<file path="src/rtl/song_sequencer.sv">
// Birthday-song sequencer: walks a 25-entry note ROM, driving a one-hot pitch enable with a
// silent gap after each note. Define SONG_LOOP_EN to replay continuously instead of stopping.
module song_sequencer #(
    parameter int unsigned TICK_DIV   = 100_000,
    parameter int unsigned UNIT_TICKS = 125,
    parameter int unsigned GAP_TICKS  = 20
) (
    input  logic       i_clk,
    input  logic       i_rst,
    input  logic       i_start,
    input  logic       i_stop,
    output logic [7:0] o_note_en,
    output logic [4:0] o_step,
    output logic       o_busy,
    output logic       o_done
);

    localparam int unsigned PW = (TICK_DIV > 1) ? $clog2(TICK_DIV) : 1;
    localparam int unsigned TW = $clog2(8 * UNIT_TICKS);
    localparam logic [4:0] LastStep = 5'd24;

    typedef enum logic [1:0] {StIdle, StNote, StGap} state_t;

    function automatic logic [2:0] pitch_rom(input logic [4:0] idx);
        case (idx)
            5'd2, 5'd8:                            pitch_rom = 3'd1;
            5'd4, 5'd11, 5'd16, 5'd22, 5'd24:      pitch_rom = 3'd3;
            5'd5, 5'd17:                           pitch_rom = 3'd2;
            5'd10, 5'd23:                          pitch_rom = 3'd4;
            5'd14:                                 pitch_rom = 3'd7;
            5'd15, 5'd21:                          pitch_rom = 3'd5;
            5'd18:                                 pitch_rom = 3'd1;
            5'd19, 5'd20:                          pitch_rom = 3'd6;
            default:                               pitch_rom = 3'd0;
        endcase
    endfunction

    function automatic logic [2:0] units_rom(input logic [4:0] idx);
        case (idx)
            5'd0, 5'd1, 5'd6, 5'd7, 5'd12, 5'd13, 5'd19, 5'd20: units_rom = 3'd1;
            5'd5, 5'd11, 5'd18, 5'd24:                           units_rom = 3'd4;
            default:                                             units_rom = 3'd2;
        endcase
    endfunction

    state_t      r_state;
    logic [PW-1:0] r_presc;
    logic [TW-1:0] r_tick;
    logic [4:0]  r_step;
    logic [7:0]  r_note_en;
    logic        r_busy;
    logic        r_done;

    state_t      w_state_nxt;
    logic [4:0]  w_step_nxt;
    logic [7:0]  w_note_en_nxt;
    logic        w_busy_nxt;
    logic        w_done_nxt;
    logic        w_clear;
    logic        w_tick;
    logic        w_phase_end;
    logic [2:0]  w_units;
    logic [2:0]  w_nxt_pitch;
    logic [TW-1:0] w_note_last;
    logic [TW-1:0] w_gap_last;
    logic [TW-1:0] w_last;

    assign w_tick      = (r_presc == PW'(TICK_DIV - 1));
    assign w_units     = units_rom(r_step);
    // Last tick index of the sounding part; the gap is carved out of the note's full length.
    assign w_note_last = TW'(32'(w_units) * UNIT_TICKS - GAP_TICKS - 1);
    assign w_gap_last  = TW'(GAP_TICKS - 1);
    assign w_last      = (r_state == StNote) ? w_note_last : w_gap_last;
    assign w_phase_end = w_tick && (r_tick == w_last);

    always_comb begin
        w_state_nxt = r_state;
        w_step_nxt  = r_step;
        w_done_nxt  = 1'b0;
        w_clear     = 1'b0;
        if (i_stop) begin
            w_state_nxt = StIdle;
            w_step_nxt  = '0;
        end else begin
            unique case (r_state)
                StIdle: begin
                    if (i_start) begin
                        w_state_nxt = StNote;
                        w_step_nxt  = '0;
                        w_clear     = 1'b1;
                    end
                end
                StNote: begin
                    if (w_phase_end) begin
                        w_state_nxt = StGap;
                        w_clear     = 1'b1;
                    end
                end
                StGap: begin
                    if (w_phase_end) begin
                        w_clear = 1'b1;
                        if (r_step == LastStep) begin
                            w_done_nxt = 1'b1;
                            w_step_nxt = '0;
`ifdef SONG_LOOP_EN
                            w_state_nxt = StNote;
`else
                            w_state_nxt = StIdle;
`endif
                        end else begin
                            w_step_nxt  = r_step + 5'd1;
                            w_state_nxt = StNote;
                        end
                    end
                end
                default: w_state_nxt = StIdle;
            endcase
        end
        // Counters stay parked at zero whenever idle.
        if (w_state_nxt == StIdle) begin
            w_clear = 1'b1;
        end
        w_nxt_pitch   = pitch_rom(w_step_nxt);
        w_note_en_nxt = (w_state_nxt == StNote) ? (8'd1 << w_nxt_pitch) : 8'd0;
        w_busy_nxt    = (w_state_nxt != StIdle);
    end

    always_ff @(posedge i_clk) begin
        if (i_rst) begin
            r_state   <= StIdle;
            r_presc   <= '0;
            r_tick    <= '0;
            r_step    <= '0;
            r_note_en <= '0;
            r_busy    <= 1'b0;
            r_done    <= 1'b0;
        end else begin
            r_state   <= w_state_nxt;
            r_step    <= w_step_nxt;
            r_note_en <= w_note_en_nxt;
            r_busy    <= w_busy_nxt;
            r_done    <= w_done_nxt;
            if (w_clear) begin
                r_presc <= '0;
                r_tick  <= '0;
            end else if (w_tick) begin
                r_presc <= '0;
                r_tick  <= r_tick + TW'(1);
            end else begin
                r_presc <= r_presc + PW'(1);
            end
        end
    end

    assign o_note_en = r_note_en;
    assign o_step    = r_step;
    assign o_busy    = r_busy;
    assign o_done    = r_done;

endmodule

</file>
<file path="config.mk">
export PLATFORM = sky130hd
export DESIGN_NAME = song_sequencer
export DESIGN_NICKNAME = d
export VERILOG_FILES = /design/src/rtl/song_sequencer.sv
export SDC_FILE = /design/constraint.sdc
export NUM_CORES = 1
export LEC_CHECK = 0
export BUFFER_PORTS_ARGS = -buffer_cell sky130_fd_sc_hd__buf_2
export CORE_ASPECT_RATIO = 0.6
export CORE_MARGIN = 2
export CORE_UTILIZATION = 60
export DETAILED_ROUTE_END_ITERATION = 6
export GPL_TIMING_DRIVEN = 0
export PLACE_DENSITY = 0.82
export RECOVER_POWER = 50
export SYNTH_ARGS = -nofsm -noshare
export SYNTH_HDL_FRONTEND = slang
export SYNTH_SLANG_ARGS = --single-unit
</file>
<file path="constraint.sdc">
create_clock -name i_clk -period 12.1 [get_ports i_clk]
set_clock_uncertainty 0.2 [all_clocks]
set_input_delay 1.815 -clock i_clk [delete_from_list [all_inputs] [get_ports i_clk]]
set_output_delay 1.815 -clock i_clk [all_outputs]
set_load 0.01 [all_outputs]
</file>
==> summary by stage, run 1 <==
Outcome
The run finished with clean final reports.

Global routing
The via count of the first global-routing pass came to ~2900. The overall overflow remaining after global route is 0. Entering global routing, the biggest net connects 17 pins. The initial antenna violation count is 0. The first global-routing pass estimated 14.26 mm of wire. The total global routing track utilization is 27.62%.

Clock network
The total number of clock tree sinks is 47. The clock slew at the register clock pins of the worst setup and hold paths is 0.10 ns. The number of buffers inserted to repair setup after CTS is 0. The post-cts resize count is 0. TritonCTS built the clock tree. In this run, CTS created clock tree buffers numbering 5. In this run, post-CTS hold repair placed 0 buffers. Clock tree synthesis selected as its root buffer the cell sky130_fd_sc_hd__clkbuf_8.

The worst-case clock buffer depth is 2. The H-tree generated during clock tree synthesis spans 2 levels. The source-to-sink clock delay at the later pin of the worst-skew pair is 0.31 ns.

Power
The net switching fraction of the power is 23.88%. The worst supply voltage drop on vdd is roughly 0.000046 V. Overall power consumption after layout is estimated at 291.3 uW. Dividing total power by cell area gives a power density of 76.83 nW/um^2. The power spent charging and discharging nets is 69.56 uW. The part of the power in the clock network is a little over two fifths. Summed over all cells, the static leakage comes to approximately 1.3 nW. The total internal power is 221.7 uW. In this run, the combinational gates consume 4.6% of the power. The fraction of power consumed by sequential logic is 53.4%.

STA
The total setup violations reported at the end of the flow is 0. For this run, the top clock speed supported by timing is 146.3 MHz. For the pin with the worst max-slew slack, the measured transition is 1.077 ns. The worst path uses 56.50% of the clock period. The final number of max-transition violations is 0. The worst hold margin is 0.2806 ns. Headroom to the max-slew limit came out at a little over a quarter. Counting I/O delays and the setup requirement, the final critical path takes 6.836 ns. The total count of hold-check failures in the final report is 0. In the final timing run, aggregate negative setup slack is 0 ns. Setup repair after global routing left no endpoint under its margin.

Yosys
The count of flip-flops with a built-in enable after synthesis is 0. In the synthesized netlist the dominant register cell turns out to be sky130_fd_sc_hd__dfxtp_1. The gate count of the mapped netlist is around 420.

The mean post-synth cell area is between 8 and 9 um^2. Yosys mapped the design onto between 70 and 80 distinct sky130hd cell types. The sequential-to-total area share from yosys stat is 26.54%. The warning count from the yosys run is 0. The number of storage elements in the synthesis netlist is 47. Of all flip-flops after synthesis, the portion carrying an async set or reset was 0%. The total standard cell area after synthesis is 3545 um^2. The number of nets in the synthesized netlist is 452.

Worst setup path
The critical path in this run is classified as flop to flop. The maximum net fanout on the critical path is 10. In this run the critical register-to-register path is launched from w_units[1]$_DFF_P_. STA puts the critical path data arrival time at 6.87 ns. The most critical setup path has its startpoint at w_units[1]$_DFF_P_. The nature of the critical path startpoint is a flop.

Data on the critical path is required at its endpoint by between 10 and 15 ns. The worst setup path is captured at a flop.

Min path
The launch instance of the worst min-delay path is r_presc[0]$_SDFF_PP0_. The worst hold path belongs to the class flop to flop.

Floorplanning
The initialized floorplan defines 21 standard-cell rows. Once the floorplan was initialized, standard cells occupied a little over three fifths of the core. The floorplan step defined a core boundary enclosing 5649 um^2. The floorplan step set the die height to 63.54 um. In this run the horizontal extent of the chip is 103.2 um. In this run the count of I/O pins placed on the die edge is 19.

The die area is 6559 um^2.

Drt
The detailed-route via count is 3115. In the routed design, unresolved DRC markers number 0. The post-route antenna net violation count is 0. Summed over all layers, the routed wires come to 8.249 mm. The routed length per placed instance is 15.86 um. Dividing the detail-routed via count by the number of cells gives 5.990. Before antenna repair, the detailed router went through 5 iterations.

The number of DRC markers in iteration 0 is 246.

Cells and area
The layout cell share with drive strength beyond 1 is about a tenth. The share of the core filled with cells is approximately two thirds. The count of nets after finishing is ~480.

Leaving out fill and tap cells, the most frequent cells in the layout are sky130_fd_sc_hd__nor2_1, sky130_fd_sc_hd__dfxtp_1, sky130_fd_sc_hd__ha_1. The commonest non-fill, non-tap cell in the layout is sky130_fd_sc_hd__nor2_1. The number of antenna diodes in the final layout is 0. From synthesis to final layout, the design area changed by 6.954%.

Place
The number of I/O port buffers is 17. The HPWL after detailed placement is 6.248 mm. The placer's final routability congestion estimate is about 0.93.

Flow run
The tool flagged a number of max-cap violations equal to 0.
[power groups by stage]
stage	clock [mW]	sequential [mW]	combinational [mW]
after floorplan	0	0.159	0.00961
final	0.122	0.156	0.0135
after detailed placement	0	0.159	0.0135
after global placement	0	0.159	0.0133
after global routing	0.131	0.156	0.0148
after CTS	0.123	0.156	0.0136
[critical path, cell delays in order (launching register included)]
cell	delay (ns)
sky130_fd_sc_hd__dfxtp_1	0.59
sky130_fd_sc_hd__inv_1	0.22
sky130_fd_sc_hd__fa_1	0.45
sky130_fd_sc_hd__ha_1	0.18
sky130_fd_sc_hd__or2_2	0.27
sky130_fd_sc_hd__ha_1	0.37
sky130_fd_sc_hd__nor2b_1	0.18
sky130_fd_sc_hd__a221oi_1	0.31
sky130_fd_sc_hd__nand3_1	0.22
sky130_fd_sc_hd__o21a_1	0.23
sky130_fd_sc_hd__o311a_1	0.37
sky130_fd_sc_hd__nor3_1	0.56
sky130_fd_sc_hd__clkbuf_1	0.56
sky130_fd_sc_hd__mux2i_1	0.96
sky130_fd_sc_hd__nand3_1	0.26
sky130_fd_sc_hd__o221ai_1	0.31
sky130_fd_sc_hd__o221ai_1	0.26
sky130_fd_sc_hd__nor3_1	0.24
[worst paths after layout]
kind                                  end  slack, ns  depth (start not counted)
hold / removal      r_presc[0]$_SDFF_PP0_       0.28                          1
setup / recovery  o_note_en[1]$_SDFF_PP0_       5.26                         17
setup reg to reg  o_note_en[1]$_SDFF_PP0_       5.26                         17
hold reg to reg     r_presc[0]$_SDFF_PP0_       0.28                          1
[sequential cells by signal, summed over array words and instances, names as in the netlist]
signal     cells
o_done         1
o_busy         1
w_units        3
r_presc       17
o_note_en      8
r_tick        10
o_step         5
r_state        2
[per-layer routing]
layer / global-route usage (%) / wire length [um] / vias to the layer above / part of all wire [%]
li1: - / - / 1525 / -
met1: 44.60 / 4238 / 1462 / 51
met2: 37.74 / 3313 / 118 / 40
met3: 4.661 / 634 / 10 / 7.7
met4: 5.592 / 64 / 0 / 0.78
met5: 0 / 0 / - / 0
[logic make-up after synthesis]
group	share of synthesized area, %
fa+ha+maj	12.50
mux	4.907
compound gates	13.48
simple gates	28.84
buf+inv	4.377
flops	26.54
xor+xnor	9.354
[stage by stage]
step           setup slack [ns]  cells  area, um^2
3_3_place_gp              6.096    512        3730
2_1_floorplan             6.766    415        3545
4_1_cts                   5.960    520        3846
3_5_place_dp              6.019    512        3730
6_report                  5.264    520        3791
5_1_grt                   4.840    520        3791
[layout make-up]
class                           instances  area [um^2]
Buffer                                 13        61.31
Clock buffer                            5        68.82
Clock inverter                          3        47.55
Fill cell                             482         1858
Inverter                               22        82.58
Multi-Input combinational cell        333         2424
Sequential cell                        47        940.9
Tap cell                               80        100.1
Timing Repair Buffer                   17        66.31
[synthesized netlist by cell type, drive strengths merged, types with 3 or more instances]
master	number	area share, %
nand3	24	3.5
o31ai	3	0.64
xnor2	24	6.1
nor4	4	1.1
a31oi	3	0.53
nor2	58	8.0
o21a	3	0.64
or3	3	0.53
inv	22	2.3
nand4b	6	1.5
a22oi	3	0.64
or4	3	0.85
nand4	6	1.1
a21boi	4	0.85
nor2b	5	0.88
nand2	23	2.4
nor3b	3	0.64
a32oi	3	0.74
nor3	19	2.8
a21oi	13	1.9
or2	6	1.1
dfxtp	47	27
xor2	13	3.2
mux2	7	2.2
and3	8	1.4
mux2i	7	2.7
o21ai	17	2.6
buf	5	1.2
fa	4	2.3
clkbuf	8	0.85
ha	29	10
(Power assumes the default switching activity.)
==> inputs of run 2 (changes only) <==
- CORE_UTILIZATION: 60 -> 56
- PLACE_DENSITY: 0.82 -> 0.81
- clock period: 12.1 -> 6.16 ns (I/O delays scaled with it)
==> summary by stage, run 2 (same netlist as run 1, synthesis figures left out) <==
Place
The standard cell area after detailed placement is 3735 um^2 (was 3730 um^2). The placer's final routability congestion estimate is 0.8686 (was 0.9287). The number of I/O port buffers came to 17 (unchanged). The HPWL after detailed placement was 6.270 mm (was 6.248 mm).

Floorplanning
The die span in x came to 106.7 um (was 103.2 um). The I/O pin total is 19 (unchanged). The die area is 7003 um^2 (was 6559 um^2). The area of the core is 6111 um^2 (was 5649 um^2).

The initial core utilization is 58.01% (was 62.75%). The die boundary height came to 65.63 um (was 63.54 um). The cell row count came to 22 (was 21).

Cells and area
The antenna cell count is 0 (unchanged). The number of flip-flops under the largest register name is 17 (unchanged). The most flop-heavy register is r_presc (unchanged). The share of the core filled with cells is 62.90% (was 67.11%).

The post-route cell area is 3844 um^2 (was 3791 um^2). The count of nets after finishing is 476 (unchanged). The layout cell share with drive strength beyond 1 is 12.27% (was 10.45%).

Highest-count cells in the layout ignoring fill and taps: sky130_fd_sc_hd__nor2_1, sky130_fd_sc_hd__dfxtp_1, sky130_fd_sc_hd__ha_1 (unchanged). The commonest non-fill, non-tap cell in the layout is sky130_fd_sc_hd__nor2_1 (unchanged). The relative area change from synthesis to final layout was 8.436% (was 6.954%).

Global routing
The total global routing track utilization is 25.58% (was 27.62%). The overall overflow remaining after global route came to 0 (unchanged). The via count of the first global-routing pass is 2984 (was 2884). The first-pass GRT wire length came to 14.23 mm (was 14.26 mm). The initial antenna violation count was 0 (unchanged). The largest net degree at the start of global routing came to 15 (was 17).

Drt
The count of TritonRoute iterations in the first routing pass is 6 (was 5). The post-route antenna net violation count is 0 (unchanged). The detailed-route via count is 3158 (was 3115). The met3 wirelength from detailed routing came to 693 um (was 634 um). The detailed-routing wirelength on met1 is 4.006 mm (was 4.238 mm). The highest metal layer with signal wires is met4 (unchanged). The DRC violation count after routing is 0 (unchanged). The average via count per standard cell is 6.027 (was 5.990). The routed length per placed instance came to 15.97 um (was 15.86 um). The number of DRC markers in iteration 0 was 316 (was 246).

The detailed-route wire length is 8.367 mm (was 8.249 mm). The met2 wire length is 3.518 mm (was 3.313 mm).

Power
The worst supply voltage drop on vdd is 0.00007794 V (was 0.00004585 V). The static leakage is 1.326 nW (was 1.311 nW). The power density over the cells was 157.3 nW/um^2 (was 76.83 nW/um^2).

STA
Setup repair after global routing missed its margin: no (unchanged). The period utilization came to 94.77% (was 56.50%). The time the worst path needs with I/O delays and setup came to 5.838 ns (was 6.836 ns). The slew at the pin closest to its max-slew limit is 0.6481 ns (was 1.077 ns).

The maximum frequency from static timing analysis is 171.3 MHz (was 146.3 MHz). The total setup violations reported at the end of the flow is 0 (unchanged). The worst hold margin is 0.2830 ns (was 0.2806 ns).

The headroom to the max-slew limit is 56.46% (was 26.15%). The accumulated negative setup slack was 0 ns (unchanged). The final number of max-transition violations was 0 (unchanged). The total count of hold-check failures in the final report was 0 (unchanged).

Clock network
The CTS buffer count is 5 (unchanged). The source-to-sink clock delay at the later pin of the worst-skew pair is 0.31 ns (about the same). The clock tree from TritonCTS is done (unchanged).

The number of buffers inserted to repair setup after CTS came to 0 (unchanged). The post-cts resize count came to 0 (unchanged). The worst-case clock buffer depth was 2 (unchanged). The total number of clock tree sinks is 47 (unchanged). The clock slew at the register clock pins of the worst setup and hold paths is 0.09 ns (was 0.10 ns).

The hold buffer count at CTS is 0 (unchanged). The number of levels the H-tree was split into is 2 (unchanged). The clock tree root buffer cell was sky130_fd_sc_hd__clkbuf_8 (unchanged).

Outcome
Result of the run: completed (unchanged).

Worst setup path
The arrival time at the worst endpoint was 5.87 ns (was 6.87 ns). The worst endpoint required time came to 6.19 ns (was 12.14 ns). The sort of element at the end of the critical path is a flop (unchanged).

The nature of the critical path startpoint is a flop (unchanged). The maximum net fanout on the critical path is 9 (was 10). The type of the worst setup path is flop to flop (unchanged).

Flow run
The max-capacitance violation count is 0 (unchanged).

Min path
The class of the most critical hold timing path is flop to flop (unchanged).
[run 2: worst paths after layout]
kind | from | to | slack, ns | cells past startpoint
setup / recovery | w_units[1]$_DFF_P_ | o_note_en[0]$_SDFF_PP0_ | 0.32 | 19
hold / removal | r_presc[0]$_SDFF_PP0_ | r_presc[0]$_SDFF_PP0_ | 0.28 | 1
setup reg to reg | w_units[1]$_DFF_P_ | o_note_en[0]$_SDFF_PP0_ | 0.32 | 19
hold reg to reg | r_presc[0]$_SDFF_PP0_ | r_presc[0]$_SDFF_PP0_ | 0.28 | 1
[run 2: metrics by stage]
stage | cells | worst slack [ns] | power (mW)
6_report | 524 | 0.3221 | 0.6046
3_5_place_dp | 516 | 0.1542 | 0.3397
5_1_grt | 524 | 0.009310 | 0.6224
4_1_cts | 524 | 0.02368 | 0.6073
2_1_floorplan | 415 | 0.8258 | 0.3320
3_3_place_gp | 516 | 0.3014 | 0.3386
[run 2: worst max-delay path, stage by stage (launching register included)]
cell	delay, ns
sky130_fd_sc_hd__dfxtp_4	0.43
sky130_fd_sc_hd__inv_1	0.15
sky130_fd_sc_hd__fa_1	0.42
sky130_fd_sc_hd__ha_1	0.18
sky130_fd_sc_hd__or2_2	0.27
sky130_fd_sc_hd__ha_1	0.36
sky130_fd_sc_hd__nor2b_1	0.17
sky130_fd_sc_hd__a221oi_1	0.29
sky130_fd_sc_hd__nand3_1	0.17
sky130_fd_sc_hd__o21a_1	0.21
sky130_fd_sc_hd__o311a_1	0.37
sky130_fd_sc_hd__or4_4	0.57
sky130_fd_sc_hd__a21oi_2	0.27
sky130_fd_sc_hd__and2_2	0.27
sky130_fd_sc_hd__inv_2	0.11
sky130_fd_sc_hd__ha_1	0.26
sky130_fd_sc_hd__or3_1	0.36
sky130_fd_sc_hd__a32oi_1	0.23
sky130_fd_sc_hd__mux2i_1	0.20
sky130_fd_sc_hd__nor3_1	0.25
[run 2: report_power, final]
part           switching, mW  total, mW  internal, mW
combinational         0.0193     0.0268       0.00742
clock                  0.110      0.272         0.162
sequential          0.000989      0.305         0.304
total                  0.131      0.605         0.474
[run 2: layout make-up]
type	count	area, um^2
multi-input cells	333	2445
fillers	545	2267
flip-flops and latches	47	947.2
well taps	84	105.1
inverters	22	82.58
clock buffers	6	72.57
repair buffers	17	66.31
plain buffers	13	65.06
clock inverters	2	60.06
[run 2: per-layer routing]
layer	global-route usage, %	up-vias
li1	-	1520
met1	37.06	1473
met2	38.22	140
met3	5.754	25
met4	6.818	0
met5	0	-
